[src/rtl/hazard_dest_tracker.sv]
// Tracks EX/MEM/WB destination registers and raises load-use stall/bubble controls.
// Latency: RD/VALID outputs are registered slot state; stall and enables are combinational from decode.
// Backpressure: HOLD freezes every slot; STALL_COUNT exists only with HAZARD_STALL_COUNT_EN.
module hazard_dest_tracker #(
    parameter int REG_ADDR_W = 5,
    parameter int CNT_W      = 32
) (
    input  logic                  CLK,
    input  logic                  RESET_N,
    input  logic [REG_ADDR_W-1:0] DEC_RD,
    input  logic                  DEC_REG_WRITE,
    input  logic                  DEC_MEM_READ,
    input  logic [REG_ADDR_W-1:0] DEC_RS1,
    input  logic [REG_ADDR_W-1:0] DEC_RS2,
    input  logic                  DEC_USES_RS1,
    input  logic                  DEC_USES_RS2,
    input  logic                  HOLD,
    input  logic                  FLUSH,
    output logic [REG_ADDR_W-1:0] RD_imm_old,
    output logic [REG_ADDR_W-1:0] RD_old_old,
    output logic [REG_ADDR_W-1:0] RD_wb,
    output logic                  VALID_imm_old,
    output logic                  VALID_old_old,
    output logic                  VALID_wb,
    output logic                  LOAD_USE_STALL,
    output logic                  PC_WRITE_EN,
    output logic                  IFID_WRITE_EN,
    output logic                  IDEX_BUBBLE,
    output logic [CNT_W-1:0]      STALL_COUNT
);

    typedef struct packed {
        logic [REG_ADDR_W-1:0] rd;
        logic                  wr;
        logic                  load;
    } slot_t;

    slot_t e_q, m_q, w_q;
    slot_t dec_slot;
    logic  e_vld, m_vld, w_vld;
    logic  load_use_stall;

    assign dec_slot = '{rd: DEC_RD, wr: DEC_REG_WRITE, load: DEC_MEM_READ};

    // A write to x0 is architecturally dead, so it never counts as live.
    assign e_vld = e_q.wr & (e_q.rd != '0);
    assign m_vld = m_q.wr & (m_q.rd != '0);
    assign w_vld = w_q.wr & (w_q.rd != '0);

    assign RD_imm_old    = e_vld ? e_q.rd : '0;
    assign RD_old_old    = m_vld ? m_q.rd : '0;
    assign RD_wb         = w_vld ? w_q.rd : '0;
    assign VALID_imm_old = e_vld;
    assign VALID_old_old = m_vld;
    assign VALID_wb      = w_vld;

    assign load_use_stall = ~FLUSH & e_q.load & e_vld &
                            ((DEC_USES_RS1 & (DEC_RS1 == e_q.rd)) |
                             (DEC_USES_RS2 & (DEC_RS2 == e_q.rd)));

    assign LOAD_USE_STALL = load_use_stall;
    assign PC_WRITE_EN    = ~(HOLD | load_use_stall);
    assign IFID_WRITE_EN  = ~(HOLD | load_use_stall);
    assign IDEX_BUBBLE    = ~HOLD & (FLUSH | load_use_stall);

    always_ff @(posedge CLK) begin
        if (!RESET_N) begin
            e_q <= '0;
            m_q <= '0;
            w_q <= '0;
        end else if (!HOLD) begin
            e_q <= (FLUSH | load_use_stall) ? slot_t'('0) : dec_slot;
            m_q <= e_q;
            w_q <= m_q;
        end
    end

`ifdef HAZARD_STALL_COUNT_EN
    logic [CNT_W-1:0] stall_cnt_q;

    // FLUSH already masks load_use_stall, so only HOLD needs gating here.
    always_ff @(posedge CLK) begin
        if (!RESET_N) begin
            stall_cnt_q <= '0;
        end else if (!HOLD && load_use_stall && (stall_cnt_q != '1)) begin
            stall_cnt_q <= stall_cnt_q + CNT_W'(1);
        end
    end

    assign STALL_COUNT = stall_cnt_q;
`else
    assign STALL_COUNT = '0;
`endif

endmodule

[config.mk]
export PLATFORM = sky130hd
export DESIGN_NAME = hazard_dest_tracker
export DESIGN_NICKNAME = d
export VERILOG_FILES = /design/src/rtl/hazard_dest_tracker.sv
export SDC_FILE = /design/constraint.sdc
export NUM_CORES = 1
export LEC_CHECK = 0
export CAP_MARGIN = 40
export CORE_UTILIZATION = 35
export CTS_CLUSTER_DIAMETER = 80
export DETAILED_ROUTE_END_ITERATION = 12
export PLACE_DENSITY_LB_ADDON = 0.12
export RECOVER_POWER = 50
export SYNTH_ARGS = -nofsm -noshare
export SYNTH_HDL_FRONTEND = slang
export SYNTH_SLANG_ARGS = --single-unit
[constraint.sdc]
create_clock -name CLK -period 2.4 [get_ports CLK]
set_input_delay 0.72 -clock CLK [delete_from_list [all_inputs] [get_ports CLK]]
set_output_delay 0.72 -clock CLK [all_outputs]
set_load 0.01 [all_outputs]
==> flow_summary.yaml <==
outcome:
  outcome: "finished, violations left"
  violated_checks: "negative setup slack"
routing:
  drt_drc_violations_left: 0
  dr_wl_cell_microns: 12.14
  drt_iter0_drc: 14
  drt_pre_antenna_iters: 4
  postRouteAntennaNets: 0
  drt-vias-per-instance: 4.430
  vias: 1143
  post_detailed_routing_wire_length_microns: 3132
layout:
  layout.filler_cells: 383
  antenna_cells_inserted: 0
  instances_no_fill: 258
  final_layout_size_suffix_gt1_frac: 0.2000
  area_growth_pct: 30.66
  finish.net_count: 234
timing:
  fin_tns_setup_ns: -0.01901
  final.period_utilization: 1.004
  worst_clock_skew_ns: 0.003960
  max_slew_margin: 0.6631
  post-route-min-period_ns: 2.409
  worst_pin_slew_ns: 0.5054
  grt_setup_unrepaired: "true"
  finalSetupViolations: 3
  fin_ws_ns: -0.009184
  final_hold_viol_count: 0
  achievable-frequency_mhz: 415.1
  slew_viol_final: 0
logic_synthesis:
  yosys_warnings: 0
  synth_edf_count: 0
  synth_area_leaders: "sky130_fd_sc_hd__dfxtp_1 27%, sky130_fd_sc_hd__buf_4 17%, sky130_fd_sc_hd__mux2i_1 13%"
  synthMuxAreaShare: 0.1339
  post_synth_fa_ha_maj_area_fraction: 0
  synth_cell_count_leaders: "33 x sky130_fd_sc_hd__buf_4, 19 x sky130_fd_sc_hd__dfxtp_1, 19 x sky130_fd_sc_hd__mux2i_1"
  synth_top_area_share: 0.2678
  postSynthAreaPerCell_sq_um: 8.821
  ys_seq_elements: 19
  async_flop_share: 0
  yosys.area_share.xor_xnor: 0.06167
  synth-simple-area-share: 0.1824
  synth-seq-area-share: 0.2678
  synth_compound_gate_area_share: 0.1330
  prevailing_post_synth_register_cell: "sky130_fd_sc_hd__dfxtp_1"
  syn-cell-area_sq_um: 1420
  post-synth-top-count-cell: "sky130_fd_sc_hd__buf_4"
  synth.distinct_cells: 26
  synth_largest_area_cell: "sky130_fd_sc_hd__dfxtp_1"
  post_synth_inst_count: 161
  main_combinational_cell_family_by_area_after_synthesis: "buffers and inverters"
power_and_ir_drop:
  leak_pwr_nw: 0.8391
  clockPowerShare: 0.261
  power-per-cell-area_nw_per_um2: 452.3
  sequential_share_of_power: 0.427
  internal_power_w: 0.0005827
  pwr-share-comb: 0.312
  switchingPower_w: 0.0002567
  max-vdd-ir-drop_mv: 0.1704
  switching_portion_of_total_power: 0.3058
clocking:
  numCtsBuffers: 3
  path_clk_slew_ns: 0.07
  count_of_hold_buffers_inserted_by_post_cts_repair: 0
  cts_htree_levels: 1
  clk_latency_ns: 0.25
  cts-root-to-sink-buffers: 2
  post_cts_buffers: 0
  cts_root_buf: "sky130_fd_sc_hd__clkbuf_8"
  tritoncts_clock_tree: "built"
  cts_sinks: 19
global_route:
  grt_max_degree: 27
  grt_pass1_wl_microns: 4857
  global_route.usage.total: 0.1478
  gr-total-overflow: 0
  via_count_of_the_first_global_routing_pass: 1039
  antenna_found_initial: 0
worst_hold_path:
  worst_hold_path.endpoint: "w_q[3]"
  launch_instance_of_the_worst_min_delay_path: "w_q[3]"
  cell_depth_of_the_worst_hold_path: 2
  worstHoldPathType: "reg2reg"
placement:
  gp_routability_congestion: 0.7602
  place.detailed.instances: 254
  place.detailed.hpwl_microns: 2446
  port_buffers: 44
floorplan:
  core-area_sq_um: 3771
  die_area_sq_um: 4316
  die_h_microns: 65.70
  top_level_port_count: 77
  initial_cell_density_of_the_core: 0.3766
  rows: 22
  floorplan.die.width_microns: 65.70
critical_path:
  worst_setup_path_end_kind: "primary output"
  type_of_the_worst_setup_path: "reg2out"
  worst_ep_arrival_time_ns: 1.69
  startpoint_type: "flip-flop"
  reg2regPathDepth: 5
  worst_reg_to_reg_setup_slack_ns: 0.86
  critical_path.reg2reg.endpoint: "e_q[3]"
  crit_required_ns: 1.68
  r2r_start: "e_q[3]"
  critical_path.max_fanout: 3
run:
  maxCapViolCount: 0
layout make-up:
type | count | area, sq um | share of cell area
multi-input cells | 126 | 869.6 | 0.4686
clock inverters | 1 | 5.005 | 0.002697
flip-flops and latches | 19 | 380.4 | 0.2050
repair buffers | 59 | 491.7 | 0.2650
well taps | 48 | 60.06 | 0.03237
clock buffers | 3 | 41.29 | 0.02225
inverters | 2 | 7.507 | 0.004046
cells in the final DEF, fill, tap and decap left out, drive strengths merged, types with 6 or more instances in the layout:
cell / Yosys / layout
and2: 16 / 16
dlygate4sd3: 0 / 6
conb: 1 / 32
a32oi: 7 / 7
dfxtp: 19 / 19
buf: 36 / 27
xnor2: 10 / 10
mux2i: 19 / 19
o31ai: 7 / 7
nor2b: 12 / 12
nor2: 8 / 8
clkdlybuf4s50: 0 / 18
dlygate4sd2: 0 / 7
sequential cells by signal, summed over array words and instances (netlist names):
signal	flops
e_q	7
m_q	6
w_q	6
timing repair:
item / 4_1_cts / 5_1_grt
resized for setup: 62 / 0
hold endpoints to repair: 0 / 0
pin swaps: 17 / 3
setup endpoints to repair: 7 / 4
cell families after synthesis:
group                  Yosys count
AND/OR/NAND/NOR                 44
flip-flops                      19
AO/OA/AOI/OAI                   21
multiplexers                    19
other                            1
buffers and inverters           47
XOR/XNOR                        10
worst max path at each step:
stage	slack, ns	to	from
CTS	-0.02	IFID_WRITE_EN	e_q[6]
floorplan	0.03	PC_WRITE_EN	e_q[6]
global route	-0.08	IFID_WRITE_EN	e_q[3]
finish	-0.009	IFID_WRITE_EN	e_q[3]
detailed placement	-0.76	IDEX_BUBBLE	DEC_RS1[4]
global placement	-0.76	LOAD_USE_STALL	DEC_RS1[2]
critical path, stage by stage, from the launching register on:
cell and delay [ns]:
sky130_fd_sc_hd__dfxtp_1 0.31, sky130_fd_sc_hd__or4_4 0.55, sky130_fd_sc_hd__o2111ai_4 0.24, sky130_fd_sc_hd__inv_2 0.06
sky130_fd_sc_hd__a21oi_2 0.13, sky130_fd_sc_hd__buf_2 0.15
through the flow:
step	util	instance area [sq um]	hold WS, ns	setup WS [ns]	total power (W)
finish	0.4920	1856	0.5335	-0.009184	0.0008393
global route	0.4920	1856	0.5916	-0.08169	0.0008930
CTS	0.4920	1856	0.5452	-0.02438	0.0008482
detailed placement	0.4907	1851	0.5251	-0.7637	0.0006327
global placement	0.4907	1851	0.5206	-0.7552	0.0006277
floorplan	-	1541	0.4925	0.03311	0.0005623
layer usage:
metal,track usage,part of all wire
met4,0.05435,0.012
met3,0.02778,0.048
met5,0,0
met2,0.2526,0.49
met1,0.1813,0.45
power by group through the flow:
stage | clock (W) | sequential (W) | combinational, W
6_report | 0.000219 | 0.000358 | 0.000262
3_3_place_gp | 0 | 0.000365 | 0.000263
4_1_cts | 0.000227 | 0.000359 | 0.000263
3_5_place_dp | 0 | 0.000366 | 0.000267
5_1_grt | 0.000247 | 0.000362 | 0.000284
2_1_floorplan | 0 | 0.000354 | 0.000208
(Power assumes the default switching activity.)
